==> config.mk <==
export PLATFORM = sky130hd
export DESIGN_NAME = lsu_ctrl
export DESIGN_NICKNAME = d
export VERILOG_FILES = /design/src/rtl/lsu_ctrl.sv
export SDC_FILE = /design/constraint.sdc
export NUM_CORES = 1
export LEC_CHECK = 0
export CORE_ASPECT_RATIO = 1.2
export CORE_MARGIN = 2
export CORE_UTILIZATION = 40
export DETAILED_ROUTE_END_ITERATION = 8
export PLACE_DENSITY = 0.75
export SLEW_MARGIN = 15
export SYNTH_ARGS = -nofsm -noshare
export SYNTH_HDL_FRONTEND = slang
export SYNTH_SLANG_ARGS = --single-unit
==> constraint.sdc <==
create_clock -name clk -period 2.9 [get_ports clk]
set_clock_uncertainty 0.05 [all_clocks]
set_input_delay 0.29 -clock clk [delete_from_list [all_inputs] [get_ports clk]]
set_output_delay 0.29 -clock clk [all_outputs]
set_load 0.05 [all_outputs]
==> src/rtl/lsu_ctrl.sv <==
// Load/store unit between the memory stage and a word-addressed data memory.
// Sub-word stores are done as read-modify-write; sub-word loads are extended.
module lsu_ctrl (
    input  logic        clk,
    input  logic        rst,
    input  logic        req_valid,
    output logic        req_ready,
    input  logic        req_we,
    input  logic [1:0]  req_size,
    input  logic        req_unsigned,
    input  logic [31:0] req_addr,
    input  logic [31:0] req_wdata,
    output logic        resp_valid,
    input  logic        resp_ready,
    output logic [31:0] resp_rdata,
    output logic        resp_err,
    output logic [31:0] mem_addr,
    output logic        mem_we,
    output logic [31:0] mem_wd,
    input  logic [31:0] mem_rd
);

    // state | meaning
    // IDLE  | accepting a request
    // READ  | fetching the addressed word into rbuf
    // WRITE | single-cycle memory write
    // RESP  | presenting the response until taken
    typedef enum logic [1:0] {IDLE, READ, WRITE, RESP} state_t;

    state_t      state, state_nx;
    logic        we_q, uns_q, err_q;
    logic [1:0]  size_q;
    logic [31:0] addr_q, wdata_q, rbuf;
    logic        req_err;
    logic [7:0]  byte_sel;
    logic [15:0] half_sel;
    logic [31:0] load_data, merged;

    always_comb begin
        req_err = (req_size == 2'b11)
                | ((req_size == 2'b01) & req_addr[0])
                | ((req_size == 2'b10) & (req_addr[1:0] != 2'b00));
    end

    always_ff @(posedge clk or posedge rst) begin
        if (rst) begin
            state   <= IDLE;
            we_q    <= 1'b0;
            uns_q   <= 1'b0;
            err_q   <= 1'b0;
            size_q  <= 2'b00;
            addr_q  <= 32'h0;
            wdata_q <= 32'h0;
            rbuf    <= 32'h0;
        end else begin
            state <= state_nx;
            if (state == IDLE && req_valid) begin
                we_q    <= req_we;
                uns_q   <= req_unsigned;
                err_q   <= req_err;
                size_q  <= req_size;
                addr_q  <= req_addr;
                wdata_q <= req_wdata;
            end
            if (state == READ)
                rbuf <= mem_rd;
        end
    end

    assign mem_addr = {addr_q[31:2], 2'b00};

    // Little-endian lane selection and merge, shared by load and store paths
    always_comb begin
        byte_sel = 8'h00;
        case (addr_q[1:0])
            2'd0: byte_sel = rbuf[7:0];
            2'd1: byte_sel = rbuf[15:8];
            2'd2: byte_sel = rbuf[23:16];
            2'd3: byte_sel = rbuf[31:24];
            default: byte_sel = 8'h00;
        endcase
        half_sel = addr_q[1] ? rbuf[31:16] : rbuf[15:0];

        load_data = rbuf;
        if (size_q == 2'b00)
            load_data = {{24{~uns_q & byte_sel[7]}}, byte_sel};
        else if (size_q == 2'b01)
            load_data = {{16{~uns_q & half_sel[15]}}, half_sel};

        merged = wdata_q;
        if (size_q == 2'b00) begin
            merged = rbuf;
            case (addr_q[1:0])
                2'd0: merged[7:0]   = wdata_q[7:0];
                2'd1: merged[15:8]  = wdata_q[7:0];
                2'd2: merged[23:16] = wdata_q[7:0];
                2'd3: merged[31:24] = wdata_q[7:0];
                default: merged = rbuf;
            endcase
        end else if (size_q == 2'b01) begin
            merged = rbuf;
            if (addr_q[1])
                merged[31:16] = wdata_q[15:0];
            else
                merged[15:0] = wdata_q[15:0];
        end
    end

    always_comb begin
        state_nx   = state;
        req_ready  = 1'b0;
        resp_valid = 1'b0;
        resp_rdata = 32'h0;
        resp_err   = 1'b0;
        mem_we     = 1'b0;
        mem_wd     = 32'h0;
        case (state)
            IDLE: begin
                req_ready = 1'b1;
                if (req_valid) begin
                    if (req_err)
                        state_nx = RESP;
                    else if (!req_we || req_size != 2'b10)
                        state_nx = READ;
                    else
                        state_nx = WRITE;
                end
            end
            READ:  state_nx = we_q ? WRITE : RESP;
            WRITE: begin
                mem_we   = 1'b1;
                mem_wd   = merged;
                state_nx = RESP;
            end
            RESP: begin
                resp_valid = 1'b1;
                resp_err   = err_q;
                resp_rdata = (err_q || we_q) ? 32'h0 : load_data;
                if (resp_ready)
                    state_nx = IDLE;
            end
            default: state_nx = IDLE;
        endcase
    end

endmodule
# Word-level counts from Yosys, hierarchy flattened
# Cells that the tools add are included.
totals:
  output_inout_bits: 100
  word_cells: 62
  regBits: 103
classes:
  muxes: 25
  n_reduce_logical: 9
  bitwise_logic: 7
  n_eq_ne: 13
op_table:
  columns: ["cell", "count"]
  rows:
  - ["two-way mux 32 bit", 7]
  - ["two-way mux 16 bit", 3]
  - ["two-way mux 8 bit", 4]
  - ["one-hot mux 8 bit (4 select lines)", 1]
  - ["== test 2 bit (second input constant)", 6]
  - ["== test 2 x 1 -> 1 bit (second input constant)", 4]
  - ["two-way mux 2 bit", 4]
  - ["one-hot mux 2 bit (4 select lines)", 1]
  - ["zero test 2 bit", 3]
  - ["inequality test 2 bit (second input constant)", 3]
  - ["two-way mux 1 bit", 5]
  - ["AND 1 bit", 4]
  - ["logical OR 1 bit", 2]
  - ["bitwise OR 1 bit", 2]
  - ["AND reduction 2 bit", 1]
  - ["nonzero test 2 bit", 1]
  - ["logical AND 1 bit", 1]
  - ["zero test 1 bit", 1]
  - ["NOT 1 bit", 1]

# Depth between registers and ports, before layout
depth:
  depth_word: 7
  mapped_depth: 7
  mapped_depth_nobuf: 6

# Worst setup path before layout
# No wires, ideal clock.
synth_timing:
  kind: "reg-to-output"
  from: "reg state[1]"
  to: "out resp_rdata[10]"
  setup_slack_ns: -0.168
  path_stages_with_launch: 5
  arrival_ns: 2.728
  required_ns: 2.560
  path_cell_list: "dfrtp_1 > ha_1 > nor3b_2 > o21ai_2 > a221oi_1"
synth_between:
  elab_chain_len: 2
synth_rtl:
  columns: ["item", "line_no", "rtl"]
  rows:
  - ["start, declared", "30", "state_t state, state_nx;"]
  - ["start signal, assigned", "56", "state <= state_nx;"]
  - ["== test 2 bit", "117", "case (state)"]
  - ["two-way mux 32 bit", "117", null]
  - ["end, declared", "15", "output logic [31:0] resp_rdata,"]
# Every way passes these cells.

# Final worst setup path
layout_timing:
  from: "reg size_q[1]"
  to: "out resp_rdata[14]"
layout_between:
  elab_chain_len: 5
  word_cells_on_any_way: 6
  cone_classes: "eq/ne: 1; mux: 4; reduce/logical: 1"
layout_rtl:
  columns: ["item", "line_no", "rtl"]
  rows:
  - ["start, declared", "32", "logic [1:0] size_q;"]
  - ["start signal, assigned", "61", "size_q <= req_size;"]
  - ["== test 2 x 1 -> 1 bit", "87", "else if (size_q == 2'b01)"]
  - ["two-way mux 32 bit", "87", null]
  - ["two-way mux 32 bit *", "85", "if (size_q == 2'b00)"]
  - ["two-way mux 32 bit *", "138", "resp_rdata = (err_q || we_q) ? 32'h0 : load_data;"]
  - ["two-way mux 32 bit *", "117", null]
# Mark *: on every way between the ends. The rest lies on a longest branch, timed or not.

==> tab_implementation.tex <==
\begin{tabular}{lr}
\hline
Metric & Value \\
\hline
\multicolumn{2}{l}{\textbf{Drt}} \\
Mean number of vias per cell & $\sim$5.4 \\
Wire length on met1 & 7.10 mm \\
Final routed wire length divided by cell count & 19.6 µm \\
Total wire length after detailed routing & 17.9 mm \\
Topmost layer with routed signal wires & met4 \\
Pre-antenna DRT Iters & 4 \\
Amount of wire on met3 after detailed routing & 1.38 mm \\
Detailed-route via count & 4,933 \\
Antenna viol nets, final & 0 \\
DRC & 0 \\
Total length of routed met2 wires & around 9.0 mm \\
DRC marker count from the first detailed-route iteration & 325 \\
\multicolumn{2}{l}{\textbf{Synth}} \\
Count of distinct cell types in the synthesized netlist & 51 \\
Synthesized-area fraction occupied by ao, oa, aoi and oai cells & 16.6\% \\
Sequential share of the synthesized area & 43.3\% \\
Async SR Flop Fraction & between 90\% and 100\% \\
Main combinational cell family by area after synthesis & multiplexers \\
Share of the synthesized netlist area taken by xor and xnor gates & 0\% \\
Synth Instances & 555 \\
Post-synth EDFFs & 0 \\
Most area-hungry cell type in the Yosys netlist & dfrtp\_1 \\
Post-synthesis area per instance & 10.7 µm² \\
Multiplexer share of the synthesized area & 21.8\% \\
Netlist area before placement & 0.00595 mm² \\
Post-synthesis simple-gate area fraction & 7.76\% \\
Number of warnings printed during yosys synthesis & 0 \\
Top\_reg\_cell synth & dfrtp\_1 \\
Synth Area in Adders & 0.841\% \\
Fraction of synthesized cell area taken by the top area cell type & 43.3\% \\
Flops \& latches, synth & 103 \\
Area contributors post-synth & dfrtp\_1 (43\%), mux2\_2 (15\%), buf\_4 (4.3\%) \\
\multicolumn{2}{l}{\textbf{Placement}} \\
Pre-CTS WS & 301 ps \\
Number of I/O port buffers & 201 \\
Weighted congestion at the end of routability-driven global placement & 0.893 \\
Detailed placement HPWL & 13.6 mm \\
\multicolumn{2}{l}{\textbf{Global routing}} \\
Antenna violations before repair & 0 \\
First-pass GRT wire length & 27.7 mm \\
Vias in the first global route & 5,132 \\
Total global-route track usage & 22.9\% \\
Largest net degree at the start of global routing & 71 \\
Remaining global-route overflow & 0 \\
\multicolumn{2}{l}{\textbf{Floorplanning}} \\
Starting density of the core & 41.1\% \\
Top Ports & 204 \\
Chip height & 138 µm \\
Die width & 115 µm \\
Std-Cell Rows & 48 \\
CORE AREA & 0.0145 mm² \\
Die area & between 0.015 and 0.02 mm² \\
\multicolumn{2}{l}{\textbf{Worst setup path}} \\
Slowest cell on the critical path & buf\_4 \\
Required time at the endpoint of the critical path & 2560 ps \\
Worst Setup Start Kind & flip-flop \\
Maximum fanout count along the critical path & 43 \\
Series of cell instances along the critical path & buf\_4, nor2\_4, o31ai\_1, o21ai\_2, a221oi\_1, buf\_12 \\
Crit path DAT & 2320 ps \\
R2R setup slack & about 810 ps \\
Setup Crit Path Kind & flip-flop to output port \\
Stage delay of the slowest cell on the critical path & around 480 ps \\
CP Capture Type & output port \\
\multicolumn{2}{l}{\textbf{Clock tree}} \\
Number of buffers inserted during clock tree synthesis & 9 \\
TritonCTS clock tree & yes \\
Clock transition at the registers of the reported paths & 70 ps \\
Post-cts sizing count & 1 \\
Master cell of the clock root buffer & clkbuf\_16 \\
Hold bufs inserted after CTS & 0 \\
Buffers inserted during post-CTS setup optimization & 0 \\
Buffer depth of the longest clock path & 2 \\
H-tree levels & 3 \\
Sinks on Clock Net & between 100 and 150 \\
Worst-Skew Late Latency & $\sim$350 ps \\
\multicolumn{2}{l}{\textbf{STA}} \\
Count of final max-slew check failures & 0 \\
Max frequency & 0.377 GHz \\
Final setup violation count & 0 \\
Period Utilization, post-route & 91.6\% \\
Final count of hold timing violations & 0 \\
Worst setup slack after layout & 245 ps \\
Unrepaired setup endpoints after global routing & false \\
Setup Total Neg Slack & 0 ps \\
Worst max-slew margin expressed relative to the limit & between 30\% and 40\% \\
Worst Hold Slack & roughly 280 ps \\
Min Clock Period, post-route & 2660 ps \\
Worst-margin pin slew & 902 ps \\
\multicolumn{2}{l}{\textbf{Min path}} \\
Path category of the worst min-delay check & input pin to async pin \\
\multicolumn{2}{l}{\textbf{Power and ir drop}} \\
Sum of internal, switching and leakage power & 12.0 mW \\
Leakage component of the power & between 3 and 4 nW \\
Areal power density over the cells & 1350 mW/mm² \\
Worst-case vdd ir drop & 0.643 mV \\
\multicolumn{2}{l}{\textbf{Finish}} \\
Diodes inserted & 0 \\
Final Net Count & 820 \\
Core occupancy in the finished layout & 61.1\% \\
Layout filler cell count & 1,219 \\
Area delta synth->final & 48.5\% \\
Share of cells above drive strength 1 & 29.6\% \\
\multicolumn{2}{l}{\textbf{Run}} \\
Max-cap violations & 0 \\
\multicolumn{2}{l}{\textbf{Outcome}} \\
Status & finished clean \\
\hline
\end{tabular}
-- report_power, final --
part / internal, mW / switching, mW
logic: 3.35 / 4.46
clock network: 0.632 / 0.543
registers: 2.18 / 0.810
total: 6.16 / 5.81
-- path summary, 6_finish.rpt --
path                             endpoint         from  cells after the start
setup / recovery           resp_rdata[14]    size_q[1]                      6
hold / removal                 addr_q[21]          rst                      2
setup reg to reg              wdata_q[20]     state[0]                      4
hold reg to reg               wdata_q[21]  wdata_q[21]                      1
max in group asynchronous        rbuf[26]          rst                      3
min in group clk              wdata_q[21]  wdata_q[21]                      1
-- kinds of logic (layout without fill, tap and decap cells) --
group / Yosys count / count (layout)
AO/OA/AOI/OAI: 141 / 141
other: 1 / 2
buffers and inverters: 102 / 263
adder cells (fa/ha/maj): 4 / 4
flip-flops: 103 / 103
AND/OR/NAND/NOR: 93 / 93
multiplexers: 111 / 111
-- metrics by stage --
| stage | instance area, µm² | instances |
|---|---|---|
| after floorplan | 6000 | 556 |
| after global placement | 8540 | 901 |
| after detailed placement | 8540 | 901 |
| after CTS | 8840 | 917 |
| after global routing | 8840 | 917 |
| final | 8840 | 917 |
-- cell usage in the layout (no fill, tap or decap), types with 2 or more instances in the layout --
cell | Yosys | routed
clkdlybuf4s50_1 | 0 | 137
dfrtp_1 | 103 | 102
mux2_2 | 77 | 77
buf_12 | 0 | 62
o21ai_0 | 42 | 42
inv_1 | 31 | 30
nand2_1 | 31 | 30
mux2i_1 | 24 | 24
nor2_1 | 21 | 21
o22ai_1 | 17 | 17
buf_4 | 34 | 17
a21oi_1 | 15 | 15
nor2b_1 | 13 | 13
a21oi_2 | 10 | 10
o221ai_1 | 9 | 9
clkbuf_16 | 0 | 9
nor3_1 | 8 | 8
a221oi_1 | 9 | 8
mux4_2 | 7 | 7
a211oi_2 | 0 | 7
and3_1 | 5 | 5
a211o_1 | 5 | 5
o211ai_1 | 5 | 5
a32o_1 | 5 | 5
a221oi_2 | 3 | 4
mux2_1 | 3 | 3
nand2b_1 | 3 | 3
a21boi_1 | 0 | 3
ha_1 | 4 | 3
nand2_4 | 1 | 2
nand2_2 | 2 | 2
and2_1 | 2 | 2
conb_1 | 1 | 2
clkinv_2 | 0 | 2
clkbuf_8 | 0 | 2
-- Yosys cell counts, drive strengths merged, types with 2 or more instances --
library cell,instances
dfrtp,103
mux2,80
buf,55
o21ai,44
nand2,34
inv,31
a21oi,25
mux2i,24
nor2,22
o22ai,17
clkbuf,16
nor2b,13
a221oi,12
o221ai,9
nor3,8
a211oi,7
mux4,7
a211o,5
a32o,5
and3,5
o211ai,5
ha,4
a21boi,3
nand2b,3
and2,2
nor3b,2
-- worst max-delay path, delay by kind of cell (launching register included) --
family          cells  cell delay [ps]
compound gates      3              740
simple gates        1              160
flops               1              350
buf+inv             2              680
-- registers in the layout, indices dropped and copies added (netlist names) --
signal,flops
addr_q,32
err_q,1
rbuf,32
size_q,2
state,2
uns_q,1
wdata_q,32
we_q,1
-- cell type report --
cell class / count / area (µm²) / share of cell area (%)
sequential: 103 / 2580 / 29.2
timing repair buffer: 216 / 2740 / 31.0
tap: 200 / 250 / 2.83
clock buffer: 12 / 256 / 2.90
clock inverter: 4 / 27.5 / 0.311
inverter: 31 / 120 / 1.36
multi-input combinational: 351 / 2860 / 32.4
-- layer usage --
metal	vias to the layer above	global-route usage, %
met2	206	38.7
met4	0	8.03
met3	26	5.54
met1	2417	28.6
met5	-	0
li1	2284	-
Note: power is estimated with default switching activity, not from simulation.
